[config.mk]
export PLATFORM = sky130hd
export DESIGN_NAME = boot_loader
export DESIGN_NICKNAME = d
export VERILOG_FILES = /design/src/rtl/boot_loader.sv
export SDC_FILE = /design/constraint.sdc
export NUM_CORES = 1
export LEC_CHECK = 0
export BUFFER_PORTS_ARGS = -buffer_cell sky130_fd_sc_hd__buf_2
export CAP_MARGIN = 20
export CORE_MARGIN = 5
export CORE_UTILIZATION = 57
export CTS_CLUSTER_SIZE = 12
export DETAILED_ROUTE_END_ITERATION = 10
export HOLD_SLACK_MARGIN = 0.06
export PLACE_DENSITY = 0.79
export SYNTH_ARGS = -nofsm -noshare
export SYNTH_HDL_FRONTEND = slang
export SYNTH_SLANG_ARGS = --single-unit
[constraint.sdc]
create_clock -name clk -period 2.64 [get_ports clk]
set_input_delay 0.528 -clock clk [delete_from_list [all_inputs] [get_ports clk]]
set_output_delay 0.528 -clock clk [all_outputs]
set_load 0.01 [all_outputs]
[src/rtl/boot_loader.sv]
// Byte-stream program loader: assembles words, writes them into CPU RAM from
// address 0, verifies an XOR checksum and releases the CPU reset on success.
module boot_loader #(
  parameter int WORD_WIDTH = 32,
  parameter int ADDR_WIDTH = 8
) (
  input  logic                  clk,
  input  logic                  rst,
  input  logic                  in_valid,
  input  logic [7:0]            in_data,
  output logic                  in_ready,
  input  logic                  reload,
  output logic                  mem_we,
  output logic [ADDR_WIDTH-1:0] mem_addr,
  output logic [WORD_WIDTH-1:0] mem_wdata,
  output logic                  cpu_rst_n,
  output logic                  done,
  output logic                  error,
  output logic [ADDR_WIDTH:0]   words_loaded
);

  localparam int BYTES_PER_WORD = WORD_WIDTH / 8;
  localparam int BC_W = (BYTES_PER_WORD > 1) ? $clog2(BYTES_PER_WORD) : 1;
  localparam logic [BC_W-1:0] LAST_BYTE = BC_W'(BYTES_PER_WORD - 1);
  localparam logic [31:0] DEPTH = 32'd1 << ADDR_WIDTH;

  typedef enum logic [2:0] {
    IDLE  = 3'd0,
    LOAD  = 3'd1,
    CHECK = 3'd2,
    DONE  = 3'd3,
    ERROR = 3'd4
  } state_t;

  state_t                state_r;
  state_t                next_state_s;
  logic [7:0]            count_r;
  logic [BC_W-1:0]       byte_cnt_r;
  logic [7:0]            word_cnt_r;
  logic [WORD_WIDTH-1:0] shift_r;
  logic [7:0]            csum_r;

  logic                  xfer_s;
  logic                  word_end_s;
  logic                  last_word_s;
  logic                  in_range_s;
  logic                  write_s;
  logic [WORD_WIDTH-1:0] new_word_s;
  logic                  accept_s;
  logic                  done_s;
  logic                  error_s;

  function automatic logic [7:0] csum_update(input logic [7:0] csum, input logic [7:0] data);
    return csum ^ data;
  endfunction

  assign xfer_s      = in_valid & in_ready;
  assign new_word_s  = WORD_WIDTH'({shift_r, in_data});
  assign word_end_s  = (state_r == LOAD) & xfer_s & (byte_cnt_r == LAST_BYTE);
  assign last_word_s = word_end_s & (word_cnt_r == (count_r - 8'd1));
  // Words beyond the RAM depth are consumed and checksummed but never written.
  assign in_range_s  = (32'(word_cnt_r) < DEPTH);
  assign write_s     = word_end_s & in_range_s;

  // State register.
  always_ff @(posedge clk or negedge rst) begin
    if (!rst) begin
      state_r <= IDLE;
    end else begin
      state_r <= next_state_s;
    end
  end

  // Next-state decode.
  always_comb begin
    next_state_s = state_r;
    case (state_r)
      IDLE: begin
        if (xfer_s) begin
          next_state_s = (in_data == 8'd0) ? CHECK : LOAD;
        end else begin
          next_state_s = IDLE;
        end
      end
      LOAD: begin
        if (last_word_s) begin
          next_state_s = CHECK;
        end else begin
          next_state_s = LOAD;
        end
      end
      CHECK: begin
        if (xfer_s) begin
          next_state_s = (in_data == csum_r) ? DONE : ERROR;
        end else begin
          next_state_s = CHECK;
        end
      end
      DONE, ERROR: begin
        if (reload) begin
          next_state_s = IDLE;
        end else begin
          next_state_s = state_r;
        end
      end
      default: next_state_s = IDLE;
    endcase
  end

  // Output decode from the upcoming state so the registered outputs track it.
  always_comb begin
    accept_s = 1'b0;
    done_s   = 1'b0;
    error_s  = 1'b0;
    case (next_state_s)
      IDLE, LOAD, CHECK: accept_s = 1'b1;
      DONE:              done_s   = 1'b1;
      ERROR:             error_s  = 1'b1;
      default:           accept_s = 1'b0;
    endcase
  end

  // Registered status outputs.
  always_ff @(posedge clk or negedge rst) begin
    if (!rst) begin
      in_ready  <= 1'b0;
      done      <= 1'b0;
      error     <= 1'b0;
      cpu_rst_n <= 1'b0;
    end else begin
      in_ready  <= accept_s;
      done      <= done_s;
      error     <= error_s;
      cpu_rst_n <= done_s;
    end
  end

  // RAM write port; address and data hold between strobes.
  always_ff @(posedge clk or negedge rst) begin
    if (!rst) begin
      mem_we    <= 1'b0;
      mem_addr  <= '0;
      mem_wdata <= '0;
    end else begin
      mem_we <= write_s;
      if (write_s) begin
        mem_addr  <= ADDR_WIDTH'(word_cnt_r);
        mem_wdata <= new_word_s;
      end
    end
  end

  // Written-word counter, cleared when a reload restarts the loader.
  always_ff @(posedge clk or negedge rst) begin
    if (!rst) begin
      words_loaded <= '0;
    end else if (((state_r == DONE) || (state_r == ERROR)) && reload) begin
      words_loaded <= '0;
    end else if (write_s) begin
      words_loaded <= words_loaded + (ADDR_WIDTH + 1)'(1);
    end
  end

  // Stream parsing: count latch, byte/word position, word assembly, checksum.
  always_ff @(posedge clk or negedge rst) begin
    if (!rst) begin
      count_r    <= 8'd0;
      byte_cnt_r <= '0;
      word_cnt_r <= 8'd0;
      shift_r    <= '0;
      csum_r     <= 8'd0;
    end else begin
      case (state_r)
        IDLE: begin
          if (xfer_s) begin
            count_r    <= in_data;
            byte_cnt_r <= '0;
            word_cnt_r <= 8'd0;
            shift_r    <= '0;
            csum_r     <= 8'd0;
          end
        end
        LOAD: begin
          if (xfer_s) begin
            shift_r <= new_word_s;
            csum_r  <= csum_update(csum_r, in_data);
            if (byte_cnt_r == LAST_BYTE) begin
              byte_cnt_r <= '0;
              word_cnt_r <= word_cnt_r + 8'd1;
            end else begin
              byte_cnt_r <= byte_cnt_r + BC_W'(1);
            end
          end
        end
        default: begin
          count_r <= count_r;
        end
      endcase
    end
  end

endmodule
==> results.toml <==
[run_status]
status = "complete, no violations"

[timing]
max-slew-margin-rel_pct = 49.80
layout_min_cycle_time_ns = 2.080
timing.final.hold_violations = 0
report.final.slew_viol_count = 0
rsz0062_at_grt = "no"
worst_slew_pin_slew_ns = 0.7530
setup_tns_ns = 0
finalSetupViolCount = 0
clock.fmax_mhz = 480.7
fin_skew_ns = 0.009059
fin_crit_sh_pct = 78.79

[synthesis]
synth_top_family_by_area = "simple AND/OR/NAND/NOR gates"
syn_nets = 500
synth-edff-count = 0
synth_top_area_cell = "dfrtp_1"
synth.avg_cell_area_um2 = 9.596
seq_area_frac_synth_pct = 57.11
synth_cell_types = 49
syn-instance-count = 484
syn_area_um2 = 4644
synth_xor_area_share_pct = 5.657
yosysWarnings = 0
synth_top_area_share_pct = 57.11
ys_seq_elements = 106
synth_top_cells_by_area = "dfrtp_1 (57%), nand2_1 (15%), xor2_1 (4.5%)"
ys.flop_type = "dfrtp_1"
yosys.area_share.adder_pct = 1.078
synth-simple-area-share_pct = 23.09
synthMuxAreaShare_pct = 0
async_flop_share_pct = 100.0
synth-compound-area-share_pct = 9.806

[cts]
cts_tree = "built"
ctsHoldBuffers = 1
clk_latency_ns = 0.37
clk_path_buf_depth = 2
post_cts_resized = 0
clkTransAtPathRegs_ns = 0.11
cts_sinks = 106
htree_levels = 3
cts_buffers = 9
post-cts-setup-buffers = 0
cts-root-buf = "clkbuf_8"

[layout]
diodes = 0
post-route-util_pct = 64.90
seqCellArea_um2 = 2653
stdcell_count = 654
areaGrowthSynthToFinish_pct = 13.09
multi_input_area_um2 = 1841
stdcell_area_um2 = 5253
drive_above_1_share_pct = 17.49
nets = 560
fillerInstances = 693

[worst_hold_path]
hold_path_class = "input pin to register"
min_path_cells = 3

[floorplan]
core_um2 = 8093
die_h_um = 100.3
start_util_pct = 57.39
dieWidth_um = 100.3
io_pins = 66
core.rowCount = 33
dieArea_um2 = 10050

[global_route]
grt-ovfl-total = 0
grt_usage_pct = 20.62
antenna_found_initial = 0
grt_pass1_wl_mm = 16.50
grt_max_degree = 60
first_global_vias = 3420

[routing]
viasPerCell = 5.477
postRouteAntennaNets = 0
vias = 3582
drc = 0
drt_pass1_iterations = 5
postRouteWirelength_mm = 9.690
first_iter_violations = 290
routedWlPerCell_um = 14.82

[power]
leakagePower_nw = 2.807
total_power_mw = 5.002
powerDensity_nw_per_um2 = 952.3
vdd_drop_max_mv = 0.4932

[job]
max_cap_viol_count = 0

[placement]
io_buffers = 65
placed_area_um2 = 5044
gp_congestion = 0.8624
dp_cells = 637
dp_hpwl_mm = 6.682

[critical_path]
reg2regPathDepth = 6
start_kind = "register"
worstPathArrival_ns = 2.37
endpoint_kind = "register"
crit_required_ns = 2.93
worstPathMaxFanout = 23
worstSetupPathType = "register to register"
r2r_setup_slack_ns = 0.56
==> stage by stage <==
step / hold WS, ns / setup WS [ns]
6_report: 0.4387 / 0.5599
5_1_grt: 0.4383 / 0.4185
2_1_floorplan: 0.2324 / 0.7511
4_1_cts: 0.4213 / 0.5627
3_5_place_dp: 0.3547 / 0.4815
3_3_place_gp: 0.3492 / 0.5553
==> logic make-up (layout without fill, tap and decap cells) <==
family                     Yosys count  after routing
AOI/OAI and AO/OA                   62             62
xor gates and xnor gates            30             30
adders and majority gates            4              4
buffers and inverters               31             96
DFF                                106            106
and+or+nand+nor                    251            251
==> where the power goes <==
group	switching [mW]	internal, mW
logic	0.861	0.658
clock network	0.579	0.390
registers	0.414	2.10
==> cell usage after synthesis, types with 2 or more instances <==
library cell / instances
and3b_1: 2
o21ai_0: 10
a21oi_1: 5
dfrtp_1: 106
inv_1: 6
nor2b_1: 3
xor2_1: 24
buf_4: 2
o2111ai_2: 2
nor4_1: 7
nand2b_1: 2
nand4_1: 9
clkbuf_1: 10
ha_1: 4
nor2_1: 27
buf_2: 9
nand3b_1: 2
nand3_1: 2
xnor2_1: 6
buf_6: 2
and3_1: 6
a22o_1: 17
nand2_1: 183
a32oi_1: 2
o21ai_1: 12
==> layout by cell type (no fill, tap or decap), types with 2 or more instances in the layout <==
cell / count
nand3_1: 2
nand3b_1: 2
and3b_1: 2
buf_2: 64
inv_1: 6
and3_1: 6
clkinv_4: 2
buf_4: 7
nand4_1: 9
nor4_1: 7
a32oi_1: 2
nor2b_1: 3
ha_1: 4
o21ai_1: 12
a21oi_1: 5
o2111ai_2: 2
dfrtp_1: 106
xnor2_1: 6
xor2_1: 24
a22o_1: 17
nand2_1: 183
nor2_1: 27
nand2b_1: 2
clkbuf_8: 10
o21ai_0: 10
==> routing by layer <==
layer | wire (um) | part of all wire [%] | GRT usage (%)
met1 | 4665 | 48 | 30.74
met2 | 4372 | 45 | 30.48
met3 | 547 | 5.6 | 4.864
met4 | 104 | 1.1 | 5.699
met5 | 0 | 0 | 0
==> worst paths after layout <==
check | from | endpoint
max | state_r[2] | words_loaded[5]
min | in_data[7] | mem_wdata[7]
max reg2reg | state_r[2] | words_loaded[5]
min reg2reg | mem_wdata[21] | mem_wdata[21]
max in group asynchronous | rst | mem_wdata[1]
min in group asynchronous | rst | words_loaded[4]
==> state kept, by name, summed over array words and instances, names as in the netlist, 2 cells and up <==
register      count
mem_wdata        32
byte_cnt_r        2
count_r           8
mem_addr          8
word_cnt_r        8
csum_r            8
shift_r          24
words_loaded      9
state_r           3
==> worst max-delay path, stage by stage, from the launching register on <==
cell and delay, ns:
dfrtp_1 0.48, and3b_1 0.38, nand2_4 0.22, inv_2 0.32, nand2_1 0.15, or3_1 0.32, a21oi_1 0.13
==> layout make-up <==
class	instances	share of cell area [%]
flip-flops and latches	106	50.50
multi-input cells	347	35.04
repair buffers	73	7.670
clock buffers	10	2.620
well taps	105	2.501
clock inverters	6	1.167
inverters	7	0.5002
Power figures use the tool's default switching activity.
